$ cat config.mk
export PLATFORM = sky130hd
export DESIGN_NAME = endian_swap_arbiter
export DESIGN_NICKNAME = d
export VERILOG_FILES = /design/src/rtl/endian_swap_pkg.sv /design/src/rtl/byte_swap_unit.sv /design/src/rtl/endian_swap_arbiter.sv
export SDC_FILE = /design/constraint.sdc
export NUM_CORES = 1
export LEC_CHECK = 0
export CAP_MARGIN = 20
export CORE_MARGIN = 2
export CORE_UTILIZATION = 50
export CTS_CLUSTER_SIZE = 25
export DETAILED_ROUTE_END_ITERATION = 8
export DONT_BUFFER_PORTS = 1
export SKIP_CTS_REPAIR_TIMING = 1
export SYNTH_ARGS = -nofsm -noshare
export SYNTH_HDL_FRONTEND = slang
export SYNTH_HIERARCHICAL = 1
export SYNTH_SLANG_ARGS = --single-unit
$ cat constraint.sdc
create_clock -name clk -period 3.2 [get_ports clk]
set_clock_uncertainty 0.05 [all_clocks]
set_input_delay 0.64 -clock clk [delete_from_list [all_inputs] [get_ports clk]]
set_output_delay 0.64 -clock clk [all_outputs]
set_load 0.03 [all_outputs]
$ cat src/rtl/endian_swap_pkg.sv
// Shared constants and swap-mode encoding for the endian swap arbiter.
package endian_swap_pkg;

  localparam int DATA_W = 32;
  localparam int BYTE   = 8;
  localparam int NBYTES = DATA_W / BYTE;

  typedef enum logic [1:0] {
    MODE_PASS   = 2'b00,
    MODE_SWAP32 = 2'b01,
    MODE_SWAP16 = 2'b10,
    MODE_RSVD   = 2'b11
  } swap_mode_e;

endpackage

$ cat src/rtl/byte_swap_unit.sv
// Combinational byte reorder of one word; the reserved mode passes data through and is flagged.
module byte_swap_unit
  import endian_swap_pkg::*;
(
  input  logic [DATA_W-1:0] din,
  input  swap_mode_e        mode,
  output logic [DATA_W-1:0] dout,
  output logic              rsvd
);

  logic [DATA_W-1:0] swap32;
  logic [DATA_W-1:0] swap16;

  generate
    for (genvar gi = 0; gi < NBYTES; gi++) begin : g_byte
      assign swap32[gi*BYTE +: BYTE] = din[(NBYTES-1-gi)*BYTE +: BYTE];
      assign swap16[gi*BYTE +: BYTE] = din[(gi ^ 1)*BYTE +: BYTE];
    end
  endgenerate

  always_comb begin
    dout = din;
    rsvd = 1'b0;
    case (mode)
      MODE_SWAP32: dout = swap32;
      MODE_SWAP16: dout = swap16;
      MODE_RSVD:   rsvd = 1'b1;
      default:     dout = din;
    endcase
  end

endmodule

$ cat src/rtl/endian_swap_arbiter.sv
// Two-requester round-robin front end sharing one byte-swap datapath, with a
// one-deep registered output stage, per-requester completion counters and a sticky mode error.
module endian_swap_arbiter
  import endian_swap_pkg::*;
#(
  parameter int CNT_W = 16
) (
  input  logic              clk,
  input  logic              reset,
  input  logic [1:0]        req_valid_i,
  output logic [1:0]        req_ready_o,
  input  logic [DATA_W-1:0] req_data0_i,
  input  logic [DATA_W-1:0] req_data1_i,
  input  logic [1:0]        req_mode0_i,
  input  logic [1:0]        req_mode1_i,
  output logic              out_valid_o,
  input  logic              out_ready_i,
  output logic [DATA_W-1:0] out_data_o,
  output logic              out_src_o,
  output logic [CNT_W-1:0]  done_cnt0_o,
  output logic [CNT_W-1:0]  done_cnt1_o,
  output logic              mode_err_o
);

  logic              last_grant_reg;
  logic              out_valid_reg;
  logic [DATA_W-1:0] out_data_reg;
  logic              out_src_reg;
  logic [CNT_W-1:0]  cnt0_reg;
  logic [CNT_W-1:0]  cnt1_reg;
  logic              mode_err_reg;

  logic [1:0]        grant;
  logic              slot_free;
  logic              accept;
  logic              drain;
  logic              sel;
  logic [DATA_W-1:0] sel_data;
  logic [1:0]        sel_mode;
  logic [DATA_W-1:0] conv_data;
  logic              conv_rsvd;

  // On a tie the requester that did not win the last accepted transfer goes next.
  always_comb begin
    grant = 2'b00;
    case (req_valid_i)
      2'b01:   grant = 2'b01;
      2'b10:   grant = 2'b10;
      2'b11:   grant = last_grant_reg ? 2'b01 : 2'b10;
      default: grant = 2'b00;
    endcase
  end

  assign slot_free   = !out_valid_reg || out_ready_i;
  assign req_ready_o = grant & {2{slot_free}};
  assign accept      = |req_ready_o;
  assign drain       = out_valid_reg && out_ready_i;
  assign sel         = req_ready_o[1];
  assign sel_data    = sel ? req_data1_i : req_data0_i;
  assign sel_mode    = sel ? req_mode1_i : req_mode0_i;

  byte_swap_unit u_swap (
    .din  (sel_data),
    .mode (swap_mode_e'(sel_mode)),
    .dout (conv_data),
    .rsvd (conv_rsvd)
  );

  always_ff @(posedge clk) begin
    if (reset) begin
      last_grant_reg <= 1'b1;
      out_valid_reg  <= 1'b0;
      out_data_reg   <= '0;
      out_src_reg    <= 1'b0;
      cnt0_reg       <= '0;
      cnt1_reg       <= '0;
      mode_err_reg   <= 1'b0;
    end else begin
      if (accept) begin
        out_valid_reg  <= 1'b1;
        out_data_reg   <= conv_data;
        out_src_reg    <= sel;
        last_grant_reg <= sel;
        if (conv_rsvd) mode_err_reg <= 1'b1;
      end else if (drain) begin
        out_valid_reg <= 1'b0;
      end
      // Counts reflect the word leaving the register, not the one being loaded.
      if (drain) begin
        if (out_src_reg) cnt1_reg <= cnt1_reg + 1'b1;
        else             cnt0_reg <= cnt0_reg + 1'b1;
      end
    end
  end

  assign out_valid_o = out_valid_reg;
  assign out_data_o  = out_data_reg;
  assign out_src_o   = out_src_reg;
  assign done_cnt0_o = cnt0_reg;
  assign done_cnt1_o = cnt1_reg;
  assign mode_err_o  = mode_err_reg;

endmodule
==> results.ini <==
[outcome]
outcome = completed

[clocking]
clock_sinks = 68
cts_tree = done
root_buffer = clkbuf_8
clk_pin_slew_ns = 0.08
cts_buffers = 9
cts_buffer_depth = 2
htreeDepth = 3
clkLatencyLatePin_ns = 0.34

[timing]
worstMarginPinSlew_ns = 0.789
period_minus_slack_ns = 2.72
slew_violations = 0
finalHoldViolations = 0
rsz0062_at_grt = no
max_slew_margin = 0.476
fmax_mhz = 368
fin_setup_tns_ns = 0
fin_ws_ns = 0.481
setup_viol = 0
period_share = 0.850

[synthesis]
synth-edff-count = 0
ys_warn_count = 6
syn-instance-count = 478
yosysMostFrequentCell = nand2_1
ys.flop_type = dfxtp_1
synth_area_per_cell_um2 = 7.86
synth_nets = 556
synth_async_sr_flop_share = 0
ys_seq_area_frac = 0.363
synth_cell_types = 35
yosys-top-cells-area = dfxtp_1 36%, nand2_1 11%, mux2_2 11%, a22oi_1 6.4%, a21oi_1 5.6%
ys_seq_elements = 68
yosys.area.top_type_share = 0.363
yosys.area.top_type = dfxtp_1
ys_top_cells_by_count = 111 x nand2_1, 68 x dfxtp_1, 42 x a21oi_1
synth_area_mm2 = 0.00375

[floorplan]
rows = 31
die_y_um = 90.7
die_w_um = 90.7
core_area_mm2 = 0.00725
start_util = 0.518
ios = 142
die_area_mm2 = 0.00822

[place]
hpwlAfterDp_um = 6790
place_congestion = 0.809
port_buffers = 0
preCtsSetupSlack_ns = 0.293

[power_and_ir_drop]
powerDensity_mw_per_mm2 = 532
intPower_mw = 1.41
combPwrFrac = 0.180
p_sw_mw = 0.707
ir_drop_v = 0.000290
clkPwrFrac = 0.331
p_total_mw = 2.11
leakage_nw = 1.43
swShare = 0.335
seqPwrFrac = 0.488

[setup_path]
critical_path_arrival_ns = 2.94
timing.rr.end = out_data_o[16]
rr_startpoint = out_valid_o
start_kind = register
cp_max_fo = 21
worstRegToRegCells = 12
required_ns = 3.42
path_class = register to register
rrSetupSlack_ns = 0.48
critPathCaptureType = register

[routing]
m1WireLength_um = 4200
drc = 0
drt_iter0_markers = 167
first_pass_iters = 5
wl_met2_um = 3960
met3_length_um = 1080
maxUsedRoutingLayer = met4
viasPerCell = 5.66
vias = 3228
wl_per_cell_um = 16.4
final_antenna_net_count = 0
routed_wl_um = 9330

[layout]
largest_register_ffs = 32
drive_gt1_frac = 0.138
layout.nets = 544
multi_input_area_mm2 = 0.00218
fillers = 740
synthToLayoutAreaGrowth_pct = 5.76
antenna_cells = 0
regArea_mm2 = 0.00136

[global_routing]
antenna_found_initial = 0
overflow = 0
grt_usage = 0.221
grt_start_max_net_pins = 72
grt_pass1_vias = 2772
grt_pass1_wl_um = 14500

[hold_path]
hp-start = reset
holdPathStages = 1
min_to = done_cnt0_o[5]
hold_path.class = input port to register

[job]
cap_viol_max_count = 0

critical path: stages (launching register included):
cell	delay, ns
dfxtp_1	0.31
buf_4	0.17
nand2b_1	0.15
nand2_1	0.12
a21o_1	0.22
mux2_2	0.40
inv_1	0.07
ha_2	0.43
buf_4	0.25
a22oi_1	0.10
o21ai_1	0.15
nand2_1	0.07
a21oi_1	0.15
layout make-up:
| type | instances | share of cell area |
|---|---|---|
| Tap cell | 99 | 0.0312 |
| Timing Repair Buffer | 10 | 0.0189 |
| Clock inverter | 6 | 0.0164 |
| Inverter | 9 | 0.00851 |
| Multi-Input combinational cell | 368 | 0.550 |
| Clock buffer | 10 | 0.0321 |
| Sequential cell | 68 | 0.343 |
placed cells by master, fill, tap and decap left out, types with 2 or more instances in the layout:
cell | netlist | routed
inv_1 | 9 | 9
nor2_1 | 28 | 28
dfxtp_1 | 68 | 68
nand2_1 | 111 | 111
nor4_1 | 6 | 6
a21oi_1 | 42 | 42
xor2_1 | 8 | 8
and4_1 | 2 | 2
clkinv_2 | 0 | 2
buf_4 | 0 | 10
nand4_1 | 7 | 7
and3_1 | 3 | 3
or4_1 | 2 | 2
ha_1 | 5 | 4
a22oi_1 | 32 | 32
nand3_1 | 11 | 11
clkbuf_8 | 1 | 9
nor3_1 | 6 | 6
o21ai_0 | 7 | 7
clkinv_4 | 0 | 2
or3_1 | 4 | 4
mux2_2 | 36 | 36
xnor2_1 | 14 | 14
o21ai_1 | 31 | 30
nor2b_1 | 3 | 3
power groups by stage:
stage | Clock [mW] | Combinational (mW) | Sequential, mW
5_1_grt | 0.756 | 0.427 | 1.04
6_report | 0.700 | 0.381 | 1.03
2_1_floorplan | 0 | 0.328 | 1.04
3_5_place_dp | 0 | 0.379 | 1.05
3_3_place_gp | 0 | 0.370 | 1.05
4_1_cts | 0.722 | 0.380 | 1.03
worst max-delay path by stage:
stage	depth (start not counted)	slack (ns)	end	from
floorplan	14	0.32	out_data_o[27]	out_ready_i
global placement	11	0.38	out_data_o[14]	out_ready_i
detailed placement	11	0.29	out_data_o[16]	out_ready_i
CTS	12	0.49	out_data_o[16]	out_valid_o
global route	12	0.24	out_data_o[16]	out_valid_o
finish	12	0.48	out_data_o[16]	out_valid_o
per-layer routing:
layer / track usage / vias up
met3: 0.100 / 8
li1: - / 1635
met4: 0.0718 / 0
met1: 0.300 / 1454
met5: 0 / -
met2: 0.312 / 131
cell families after synthesis:
logic type / Yosys count / share of synthesized area
compound gates: 116 / 0.179
mux: 37 / 0.111
flops: 68 / 0.363
simple gates: 188 / 0.223
buf+inv: 42 / 0.0573
xor+xnor: 22 / 0.0513
fa+ha+maj: 5 / 0.0167
metrics by stage:
step	cells	hold WS (ns)	utilization	area, µm²
after floorplan	478	0.433	-	3750
after global placement	554	0.451	0.521	3780
after detailed placement	554	0.455	0.521	3780
after CTS	570	0.292	0.548	3970
after global routing	570	0.291	0.548	3970
final	570	0.316	0.548	3970
Note: power is estimated with default switching activity, not from simulation.
